[src/rtl/apix_pkg.sv]
// Shared defaults for the APIX serial pixel receiver.
// Frame length assumes the CRC checking build (APIX_CRC_EN defined).
package apix_pkg;

    localparam int         APIX_DATA_W   = 24;
    localparam int         APIX_CRC_W    = 8;
    localparam logic [7:0] APIX_CRC_POLY = 8'h07;
    localparam logic [7:0] APIX_CRC_INIT = 8'h00;
    localparam int         FRAME_LEN     = APIX_DATA_W + APIX_CRC_W;

endpackage

[src/rtl/apix_crc8_step.sv]
// Combinational single-bit CRC update, MSB-first, implicit top term.
module apix_crc8_step
    import apix_pkg::*;
#(
    parameter int                CRC_W    = APIX_CRC_W,
    parameter logic [CRC_W-1:0]  CRC_POLY = APIX_CRC_POLY
) (
    input  logic [CRC_W-1:0] crc_in,
    input  logic             data_bit,
    output logic [CRC_W-1:0] crc_out
);

    logic fb_s;

    // Shift one bit through the generator polynomial.
    always_comb begin
        fb_s = crc_in[CRC_W-1] ^ data_bit;
        if (fb_s) begin
            crc_out = {crc_in[CRC_W-2:0], 1'b0} ^ CRC_POLY;
        end else begin
            crc_out = {crc_in[CRC_W-2:0], 1'b0};
        end
    end

endmodule

[src/rtl/apix_receiver.sv]
// APIX serial pixel receiver: oversampled link clock/data, positional framing.
// Optional CRC checking is compiled in with the APIX_CRC_EN macro.
module apix_receiver
    import apix_pkg::*;
#(
    parameter int               DATA_W   = APIX_DATA_W,
    parameter int               CRC_W    = APIX_CRC_W,
    parameter logic [CRC_W-1:0] CRC_POLY = APIX_CRC_POLY,
    parameter logic [CRC_W-1:0] CRC_INIT = APIX_CRC_INIT
) (
    input  logic              clk,
    input  logic              rst_n,
    input  logic              apix_data,
    input  logic              apix_clk,
    output logic [DATA_W-1:0] pixel_data,
    output logic              error_flag
);

`ifdef APIX_CRC_EN
    localparam int FRAME_BITS = DATA_W + CRC_W;
`else
    localparam int FRAME_BITS = DATA_W;
`endif
    localparam int             CNT_W    = $clog2(FRAME_BITS);
    localparam logic [CNT_W-1:0] LAST_BIT = CNT_W'(FRAME_BITS - 1);

    logic [1:0]        clk_sync_r;
    logic [1:0]        data_sync_r;
    logic              clk_prev_r;
    logic [CNT_W-1:0]  cnt_r;
    logic [DATA_W-1:0] data_sr_r;
    logic              done_r;
    logic              bit_valid_s;
    logic              sample_bit_s;

`ifdef APIX_CRC_EN
    localparam logic [CNT_W-1:0] DATA_END = CNT_W'(DATA_W);

    logic [CRC_W-1:0] crc_calc;
    logic [CRC_W-1:0] crc_rx_r;
    logic [CRC_W-1:0] crc_next_s;

    apix_crc8_step #(
        .CRC_W    (CRC_W),
        .CRC_POLY (CRC_POLY)
    ) u_crc_step (
        .crc_in   (crc_calc),
        .data_bit (sample_bit_s),
        .crc_out  (crc_next_s)
    );
`endif

    // Rising edge of the synchronized link clock marks a valid bit.
    always_comb begin
        bit_valid_s  = clk_sync_r[1] & ~clk_prev_r;
        sample_bit_s = data_sync_r[1];
    end

    // Synchronizers, framing counter, shift registers and frame evaluation.
    always_ff @(posedge clk) begin
        if (!rst_n) begin
            clk_sync_r  <= 2'b00;
            data_sync_r <= 2'b00;
            clk_prev_r  <= 1'b0;
            cnt_r       <= '0;
            data_sr_r   <= '0;
            done_r      <= 1'b0;
            pixel_data  <= '0;
            error_flag  <= 1'b0;
`ifdef APIX_CRC_EN
            crc_calc    <= CRC_INIT;
            crc_rx_r    <= '0;
`endif
        end else begin
            clk_sync_r  <= {clk_sync_r[0], apix_clk};
            data_sync_r <= {data_sync_r[0], apix_data};
            clk_prev_r  <= clk_sync_r[1];
            done_r      <= 1'b0;

            // Evaluate the completed frame, then return to frame start.
            if (done_r) begin
`ifdef APIX_CRC_EN
                if (crc_rx_r == crc_calc) begin
                    pixel_data <= data_sr_r;
                    error_flag <= 1'b0;
                end else begin
                    error_flag <= 1'b1;
                end
                crc_calc <= CRC_INIT;
                crc_rx_r <= '0;
`else
                pixel_data <= data_sr_r;
`endif
                data_sr_r <= '0;
            end

            if (bit_valid_s) begin
`ifdef APIX_CRC_EN
                if (cnt_r < DATA_END) begin
                    data_sr_r <= {data_sr_r[DATA_W-2:0], sample_bit_s};
                    crc_calc  <= crc_next_s;
                end else begin
                    crc_rx_r  <= {crc_rx_r[CRC_W-2:0], sample_bit_s};
                end
`else
                data_sr_r <= {data_sr_r[DATA_W-2:0], sample_bit_s};
`endif
                if (cnt_r == LAST_BIT) begin
                    cnt_r  <= '0;
                    done_r <= 1'b1;
                end else begin
                    cnt_r  <= cnt_r + 1'b1;
                end
            end
        end
    end

endmodule

[config.mk]
export PLATFORM = sky130hd
export DESIGN_NAME = apix_receiver
export DESIGN_NICKNAME = d
export VERILOG_FILES = /design/src/rtl/apix_pkg.sv /design/src/rtl/apix_crc8_step.sv /design/src/rtl/apix_receiver.sv
export SDC_FILE = /design/constraint.sdc
export NUM_CORES = 1
export LEC_CHECK = 0
export ABC_CLOCK_PERIOD_IN_PS = 3700
export CORE_MARGIN = 2
export CORE_UTILIZATION = 50
export DETAILED_ROUTE_END_ITERATION = 6
export PLACE_DENSITY = 0.74
export SLEW_MARGIN = 20
export SYNTH_ARGS = -nofsm -noshare
export SYNTH_HDL_FRONTEND = slang
export SYNTH_SLANG_ARGS = --single-unit
[constraint.sdc]
create_clock -name clk -period 3.7 [get_ports clk]
set_clock_uncertainty 0.2 [all_clocks]
set_input_delay 0.37 -clock clk [delete_from_list [all_inputs] [get_ports clk]]
set_output_delay 0.37 -clock clk [all_outputs]
set_load 0.02 [all_outputs]
==> run_results.csv <==
group,metric,value,unit
critical_path,critPathLaunchType,"primary input",
routing,drtAntennaViolNets,0,
grt,grt_pass1_wl,6330,um
clock_tree,hold_buffers,0,
synth,ys_ff_latch,59,
synth,synth_cells,226,
routing,num_vias,1572,
synth,synth_most_common_cell,"dfxtp_1",
critical_path,crit_fanout,35,
routing,drc,0,
outcome,outcome,"finished clean",
routing,drt_wl_total,3720,um
job,maxCapViolCount,0,
synth,synthArstFlopShare,0,%
timing,fin_tns_setup,0,ns
synth,yosys.area.top_type,"dfxtp_1",
place,port_buffers,27,
timing,period_share,54.6,%
clock_tree,ctsResizeCount,0,
clock_tree,cts_tree,"built",
die,core-area,4410,sq um
critical_path,worstSetupPathType,"in2reg",
power_and_ir_drop,power.density,439,nW/um^2
timing,setup_viol,0,
power_and_ir_drop,peakVddDrop,0.251,mV
clock_tree,clock-sinks,59,
synth,synth_edf_count,0,
clock_tree,htreeDepth,3,
clock_tree,cts_max_path_buffers,2,
timing,finalHoldViolCount,0,
synth,synth_common_cells,"dfxtp_1, nand2_1, nand3b_1",
synth,synth_area_per_cell,10.3,sq um
critical_path,worstSetupEndpointType,"flip-flop",
clock_tree,cts_inserted_buffers,9,
die,ios,29,
die,initial_core_util,52.7,%
timing,period_needed,2.02,ns
clock_tree,root_buffer,"clkbuf_8",
routing,wl_per_cell,12.2,um
timing,finalMaxSlewViolations,0,
final_layout,nets,253,
final_layout,area.growth.synth_to_final,18.9,%
grt,grt_max_degree,49,
place,detailedPlacementHpwl,2170,um
grt,overflow,0,
timing,worst_hold_slack,0.238,ns
clock_tree,cts_setup_buffers,0,
grt,grtUsageTotal,16.0,%
synth,ys_types,22,
grt,first_global_vias,1424,
synth,yosysSeqAreaShare,50.8,%
timing,slew_headroom,31.5,%
place,gp_congestion,0.729,
clock_tree,clkSlewWorstSetupHoldPaths,0.06,ns
die,rows,24,
power_and_ir_drop,power,0.00121,W
synth,synth_nets,231,
synth,synth_top_flop_cell,"dfxtp_1",
routing,drt_iter0_markers,105,
synth,yosysWarnings,0,
synth,synth_top_area_share,50.8,%
final_layout,finalInstanceArea,2770,sq um
place,dpl_cell_area,2570,sq um
synth,synth_area_leaders,"dfxtp_1, mux2i_1, nand3b_1, a21boi_1, nor2b_1",
min_path,hold_class,"reg2reg",
critical_path,cp.required,3.76,ns
timing,rsz0062_at_grt,"no",
final_layout,antenna_cells,0,
timing,worst_pin_slew,1.03,ns
die,fp.dieW,72.2,um
die,die_area,5210,sq um
final_layout,final.fill_count,404,
grt,antenna_found_initial,0,
critical_path,cp.arrival,2.08,ns
routing,vias_per_cell,5.15,
power_and_ir_drop,p_leak,0.892,nW
die,die_height,72.2,um
timing,max_freq,0.495,GHz
routing,dr.pass1.iters,4,
clock_tree,insertion_delay,0.32,ns
final_layout,drive_above_1_share,7.51,%
synth,syn_area,2330,sq um
-- power breakdown --
group | internal, W | total (W) | switching, W | leakage [nW]
logic | 0.0000137 | 0.0000308 | 0.0000171 | 0.316
clock network | 0.000316 | 0.000544 | 0.000228 | 0.0997
registers | 0.000639 | 0.000640 | 0.00000155 | 0.477
total | 0.000968 | 0.00121 | 0.000246 | 0.892
-- flip-flops by register name (all words and copies together), names as in the netlist --
signal / flops
data_sr_r: 24
pixel_data: 24
cnt_r: 5
clk_sync_r: 2
data_sync_r: 2
clk_prev_r: 1
done_r: 1
-- area by class of cell --
class | count | area [sq um] | share of cell area (%)
clock buffers | 15 | 186 | 6.74
repair buffers | 29 | 285 | 10.3
well taps | 52 | 65.1 | 2.35
flip-flops and latches | 59 | 1180 | 42.8
clock inverters | 1 | 5.00 | 0.181
multi-input cells | 149 | 1040 | 37.6
-- routing by layer --
layer | GRT usage [%] | wire length (um) | vias to the layer above
met3 | 7.50 | 190 | 4
met4 | 6.92 | 33 | 0
li1 | - | - | 805
met5 | 0 | 0 | -
met1 | 21.3 | 1880 | 735
met2 | 22.0 | 1610 | 28
-- logic make-up after synthesis --
group | after synthesis | share of synthesized area (%)
flip-flops | 59 | 50.8
buffers and inverters | 18 | 4.46
other | 1 | 0.161
adder cells (fa/ha/maj) | 1 | 0.538
AO/OA/AOI/OAI | 25 | 8.07
AND/OR/NAND/NOR | 95 | 24.4
multiplexers | 26 | 11.2
XOR/XNOR | 1 | 0.377
-- worst max-delay path, stage by stage --
cell and delay [ns]:
clkdlybuf4s50_1 1.12, buf_4 0.39, a21boi_1 0.19
-- path summary, 6_finish.rpt --
path,startpoint,endpoint,slack (ns),depth (start not counted)
worst max register to register,clk_prev_r$_SDFF_PN0_,data_sr_r[1]$_SDFFE_PN0P_,1.97,3
worst max-delay path,rst_n,data_sr_r[5]$_SDFFE_PN0P_,1.68,3
worst min-delay path,data_sync_r[0]$_SDFF_PN0_,data_sync_r[1]$_SDFF_PN0_,0.24,1
worst min register to register,data_sync_r[0]$_SDFF_PN0_,data_sync_r[1]$_SDFF_PN0_,0.24,1
-- placed cells by master (no fill, tap or decap), types with 2 or more instances in the layout --
cell	n
and2_1	6
nor2b_1	24
mux2i_1	26
clkbuf_8	13
a21boi_1	21
buf_4	2
a21boi_0	4
clkdlybuf4s50_1	27
nand3b_1	27
nand2_1	30
clkbuf_1	2
nand4b_1	2
dfxtp_1	58
-- per-stage QoR --
step | utilization [%] | setup slack, ns | cells
floorplan | - | 2.48 | 226
global placement | 58.3 | 1.31 | 289
detailed placement | 58.3 | 1.30 | 289
CTS | 62.6 | 1.66 | 305
global route | 62.6 | 1.50 | 305
finish | 62.6 | 1.68 | 305
Note: power is estimated with default switching activity, not from simulation.
